## config.mk

```make
export PLATFORM = sky130hd
export DESIGN_NAME = tone_key_scheduler
export DESIGN_NICKNAME = d
export VERILOG_FILES = /design/src/rtl/tone_key_scheduler.sv
export SDC_FILE = /design/constraint.sdc
export NUM_CORES = 1
export LEC_CHECK = 0
export ABC_AREA = 1
export BUFFER_PORTS_ARGS = -buffer_cell sky130_fd_sc_hd__buf_2
export CAP_MARGIN = 25
export CORE_ASPECT_RATIO = 0.7
export CORE_UTILIZATION = 25
export DETAILED_ROUTE_END_ITERATION = 10
export PLACE_DENSITY = 0.47
export SYNTH_ARGS = -nofsm -noshare
export SYNTH_HDL_FRONTEND = slang
export SYNTH_SLANG_ARGS = --single-unit
```

## constraint.sdc

```tcl
create_clock -name CLK -period 16.96 [get_ports CLK]
set_clock_uncertainty 0.1 [all_clocks]
set_input_delay 3.392 -clock CLK [delete_from_list [all_inputs] [get_ports CLK]]
set_output_delay 3.392 -clock CLK [all_outputs]
set_load 0.01 [all_outputs]
```

## src/rtl/tone_key_scheduler.sv

```systemverilog
// Debounces 16 pad keys and arbitrates them onto one ToneConverter,
// enforcing a minimum note length and a silent gap between notes.
module tone_key_scheduler #(
  parameter int DEB_CYCLES = 4,
  parameter int MIN_CYCLES = 8,
  parameter int GAP_CYCLES = 2
) (
  input  logic        CLK,
  input  logic        RST,
  input  logic [15:0] KEY,
  output logic [3:0]  B_out,
  output logic        EN_out,
  output logic        BUSY
);

  localparam logic [15:0] DEB_M1 = 16'(DEB_CYCLES - 1);
  localparam logic [15:0] MIN_C  = 16'(MIN_CYCLES);
  localparam logic [15:0] GAP_C  = 16'(GAP_CYCLES);

  typedef enum logic [1:0] {
    IDLE,
    PLAY,
    GAP
  } state_t;

  logic [15:0] sync1;
  logic [15:0] sync2;
  logic [15:0] deb;
  logic [15:0] deb_q;
  logic [15:0] deb_cnt [16];

  logic [15:0] press;
  logic [15:0] fall;
  logic [15:0] press_m;

  state_t      state;
  state_t      state_nx;
  logic [3:0]  cur;
  logic [3:0]  cur_nx;
  logic [15:0] play_cnt;
  logic [15:0] play_nx;
  logic [15:0] gap_cnt;
  logic [15:0] gap_nx;

  logic        pend_valid;
  logic        pend_valid_nx;
  logic [3:0]  pend_code;
  logic [3:0]  pend_code_nx;

  logic        hold_valid;
  logic [3:0]  hold_code;
  logic        press_any;
  logic [3:0]  press_code;
  logic        pick_valid;
  logic [3:0]  pick_code;
  logic        take;

  // The debounced level flips once the disagreement count reaches DEB_CYCLES.
  always_ff @(posedge CLK or posedge RST) begin
    if (RST) begin
      sync1 <= '0;
      sync2 <= '0;
      deb   <= '0;
      deb_q <= '0;
      for (int i = 0; i < 16; i++) deb_cnt[i] <= '0;
    end else begin
      sync1 <= KEY;
      sync2 <= sync1;
      deb_q <= deb;
      for (int i = 0; i < 16; i++) begin
        if (sync2[i] == deb[i]) begin
          deb_cnt[i] <= '0;
        end else if (deb_cnt[i] == DEB_M1) begin
          deb[i]     <= ~deb[i];
          deb_cnt[i] <= '0;
        end else if (deb_cnt[i] != 16'hFFFF) begin
          deb_cnt[i] <= deb_cnt[i] + 16'd1;
        end
      end
    end
  end

  assign press   = deb & ~deb_q;
  assign fall    = deb_q & ~deb;
  assign press_m = press & ~(16'd1 << cur);

  always_comb begin
    hold_code  = '0;
    press_code = '0;
    for (int i = 15; i >= 0; i--) begin
      if (deb[i])     hold_code  = 4'(i);
      if (press_m[i]) press_code = 4'(i);
    end
    hold_valid = |deb;
    press_any  = |press_m;
    pick_valid = pend_valid | hold_valid;
    pick_code  = pend_valid ? pend_code : hold_code;
  end

  always_comb begin
    state_nx = state;
    cur_nx   = cur;
    play_nx  = play_cnt;
    gap_nx   = gap_cnt;
    take     = 1'b0;
    unique case (state)
      IDLE: begin
        if (pick_valid) begin
          state_nx = PLAY;
          cur_nx   = pick_code;
          play_nx  = 16'd1;
          take     = pend_valid;
        end
      end
      PLAY: begin
        if (play_cnt < MIN_C) play_nx = play_cnt + 16'd1;
        if (play_cnt >= MIN_C && (!deb[cur] || pend_valid)) begin
          state_nx = GAP;
          gap_nx   = 16'd1;
        end
      end
      GAP: begin
        if (gap_cnt != 16'hFFFF) gap_nx = gap_cnt + 16'd1;
        if (gap_cnt == GAP_C) begin
          if (pick_valid) begin
            state_nx = PLAY;
            cur_nx   = pick_code;
            play_nx  = 16'd1;
            take     = pend_valid;
          end else begin
            state_nx = IDLE;
          end
        end
      end
      default: state_nx = IDLE;
    endcase
  end

  // A fresh press always wins over clearing, so it is never lost.
  always_comb begin
    pend_valid_nx = pend_valid;
    pend_code_nx  = pend_code;
    if (take || (pend_valid && fall[pend_code])) pend_valid_nx = 1'b0;
    if ((state == PLAY || state == GAP) && press_any) begin
      pend_valid_nx = 1'b1;
      pend_code_nx  = press_code;
    end
  end

  always_ff @(posedge CLK or posedge RST) begin
    if (RST) begin
      state      <= IDLE;
      cur        <= '0;
      play_cnt   <= '0;
      gap_cnt    <= '0;
      pend_valid <= 1'b0;
      pend_code  <= '0;
      B_out      <= '0;
      EN_out     <= 1'b0;
      BUSY       <= 1'b0;
    end else begin
      state      <= state_nx;
      cur        <= cur_nx;
      play_cnt   <= play_nx;
      gap_cnt    <= gap_nx;
      pend_valid <= pend_valid_nx;
      pend_code  <= pend_code_nx;
      B_out      <= cur_nx;
      EN_out     <= (state_nx == PLAY);
      BUSY       <= (state_nx != IDLE);
    end
  end

endmodule

```

==> impl_metrics.csv <==
group,metric,value,unit
logic_synthesis,synthDistinctLibCells,51,
setup_path,worstPathRequired,17.43,ns
detailed_routing,drtPass1Iterations,6,
power_and_ir_drop,clock_power_share,0.352,
setup_path,worstSetupStartpointType,"input port",
clock_tree,cts_repair_resize_count,0,
floorplanning,num_rows,83,
finish,area_delta_synth_final,14.9,%
finish,ff_latch_area,9130,um^2
grt,grt_max_degree,104,
worst_hold_path,worstHoldStart,"sync1[6]",
finish,drive_above_1_share,0.0630,
clock_tree,clk_latency,0.58,ns
setup_path,reg2reg_slack,14.07,ns
power_and_ir_drop,cellInternalPower,1.77,mW
setup_path,r2r-end,"gap_cnt[2]",
status,outcome,"completed",
timing,finalSetupViolations,0,
setup_path,critPathMaxFanout,103,
clock_tree,cts.sinks,365,
setup_path,reg2reg_depth,10,
grt,grt_usage,0.116,
grt,grt_antenna_before_repair,2,
grt,grt_pass1_vias,14663,
detailed_routing,drtIter0Drc,1124,
clock_tree,cts_made_buffers,41,
detailed_routing,detail_route.vias_per_cell,4.61,
floorplanning,die_w,328,um
floorplanning,initial_core_util,0.253,
clock_tree,cts_tree,"built",
clock_tree,post_cts_buffers,0,
logic_synthesis,synthCells,2286,
power_and_ir_drop,power.leakage,9.00,nW
clock_tree,cts_hold_buf,0,
timing,final-hold-violation-count,0,
clock_tree,cts_root_buf,"clkbuf_16",
timing,min_period,5.98,ns
job,maxCapViolCount,0,
logic_synthesis,syn_area_per_cell,8.13,um^2
placed_design,portBuffers,23,
timing,post-route-period-util,0.352,
grt,grt_overflow,0,
detailed_routing,ant_nets,0,
logic_synthesis,ys_ff_latch,365,
clock_tree,cts_buffer_depth,3,
detailed_routing,vias,15405,
worst_hold_path,hold_end,"sync2[6]",
placed_design,dp.final_hpwl,30.6,mm
power_and_ir_drop,ir_drop,0.0599,mV
grt,grt_pass1_wl,73.6,mm
finish,antenna_cells,0,
timing,tns,0,ns
setup_path,r2r_start,"cur[1]",
setup_path,arrival,6.45,ns
clock_tree,htree_levels,2,
power_and_ir_drop,powerDensity,129,nW/um^2
worst_hold_path,hold_depth,0,
timing,tightest_slew,0.887,ns
power_and_ir_drop,power.switching,0.972,mW
detailed_routing,wl_per_cell,12.9,um
setup_path,criticalPathCategory,"in -> async",
logic_synthesis,synth_warnings,0,
finish,fillCellCount,7738,
power_and_ir_drop,p_seq_frac,0.404,
timing,finalMaxSlewViolations,0,
timing,worst_hold_slack,0.250,ns
floorplanning,ios,24,
timing,slew_headroom,0.407,
power_and_ir_drop,swShare,0.354,
finish,multi_input_area,7910,um^2
floorplanning,core-area,73400,um^2
worst_hold_path,hp-class,"reg -> reg",
logic_synthesis,netlist_area,18600,um^2
timing,grt_setup_unrepaired,"no",
finish,layout.nets,2379,
floorplanning,fp.dieH,230,um
placed_design,place_congestion,0.867,
setup_path,crit_path_end_kind,"async pin",
floorplanning,dieArea,75500,um^2
power_and_ir_drop,p_comb_frac,0.244,
detailed_routing,drc,0,
clock_tree,path_clk_slew,0.06,ns
timing,fmax,167,MHz
logic_synthesis,ys_seq_area_frac,0.491,
logic_synthesis,synth.net_count,2328,
detailed_routing,routed_wl,43.1,mm
==> power groups by stage <==
| stage | clock network (mW) | registers (mW) | logic [mW] |
|---|---|---|---|
| after global placement | 0 | 1.12 | 0.664 |
| after global routing | 1.04 | 1.13 | 0.772 |
| after floorplan | 0 | 1.07 | 0.508 |
| final | 0.966 | 1.11 | 0.671 |
| after detailed placement | 0 | 1.12 | 0.670 |
| after CTS | 1.01 | 1.11 | 0.672 |
==> how the worst max path moves through the flow <==
stage          startpoint            to  depth (start not counted)
6_report              RST  deb_cnt[219]                          5
5_1_grt               RST  deb_cnt[223]                          5
4_1_cts               RST      sync1[4]                          5
3_5_place_dp          RST   deb_cnt[26]                          5
3_3_place_gp          RST        cur[1]                          5
2_1_floorplan         RST          BUSY                          1
==> state kept, by name, indices dropped and copies added, names as in the netlist <==
signal      count
pend_code       4
deb_cnt       256
cur             4
deb_q          16
pend_valid      1
EN_out          1
deb            16
sync2          16
play_cnt       16
sync1          16
BUSY            1
gap_cnt        16
state           2
==> logic make-up (layout without fill, tap and decap cells) <==
family,Yosys count,count (layout),synth area share
compound gates,423,423,0.137
buf+inv,410,490,0.0835
xor+xnor,34,34,0.0160
fa+ha+maj,24,24,0.0161
simple gates,1019,1019,0.250
mux,11,11,0.00666
flops,365,365,0.491
==> stage by stage <==
stage / utilization / area (um^2) / worst slack [ns] / power [mW] / cells
finish: 0.291 / 21400 / 10.98 / 2.75 / 3343
global route: 0.291 / 21400 / 10.36 / 2.94 / 3343
CTS: 0.291 / 21300 / 10.63 / 2.79 / 3342
detailed placement: 0.271 / 19900 / 10.01 / 1.79 / 3270
global placement: 0.271 / 19900 / 10.05 / 1.79 / 3270
floorplan: - / 18600 / 3.34 / 1.58 / 2286
==> synth_stat cells, drive strengths merged <==
master	n	area (um^2)
nor4b	1	8.76
mux2	11	124
o21ai	136	684
a31o	1	8.76
nor3	160	851
nand2	346	1310
o311ai	9	78.8
a221oi	6	52.6
nor4	53	338
nor2	254	986
ha	24	300
a21oi	116	581
nand3b	3	22.5
nand4	62	388
a211oi	65	488
clkinv	5	21.3
clkbuf	11	41.3
or2	5	31.3
xnor2	3	26.3
a41oi	1	8.76
o31ai	16	120
o211a	6	60.1
buf	10	48.8
o2111ai	4	35.0
inv	384	1440
a31oi	35	219
a22oi	4	30.0
o211ai	6	45.0
o22ai	2	12.5
o21bai	1	7.51
a311o	1	10.0
nand3	127	646
and3	3	18.8
o21a	13	97.6
dfrtp	365	9130
a21boi	1	7.51
xor2	31	272
nor3b	5	42.5
==> worst max-delay path, cell delays in order <==
cell   delay [ns]
buf_2        0.13
inv_8        0.49
buf_4        0.73
buf_4        0.76
buf_4        0.77
==> final cells by class <==
class,instances,share of cell area
Clock buffer,58,0.0567
Inverter,389,0.0688
Sequential cell,365,0.427
Clock inverter,14,0.0117
Tap cell,977,0.0572
Timing Repair Buffer,29,0.00808
Multi-Input combinational cell,1511,0.370
==> cells in the final DEF, fill, tap and decap left out, types with 23 or more instances in the layout <==
master     synthesis  final
xor2_1            31     31
ha_1              24     24
nor4_1            52     52
a211oi_1          65     65
dfrtp_1          365    365
a21oi_1          116    116
a31oi_1           35     35
o21ai_0          132    132
nand2_1          342    342
nor3_1           150    150
nand4_1           62     62
buf_2              6     23
inv_1            380    379
nand3_1          125    125
clkbuf_16          0     42
nor2_1           243    243
==> per-layer routing <==
metal / GRT usage / vias up / share of wire
met4: 0.0308 / 0 / 0.019
met1: 0.178 / 7249 / 0.54
met3: 0.0248 / 60 / 0.051
met5: 0 / - / 0
li1: - / 7831 / -
met2: 0.161 / 265 / 0.39
No activity file was read; power rests on OpenSTA's default activity.
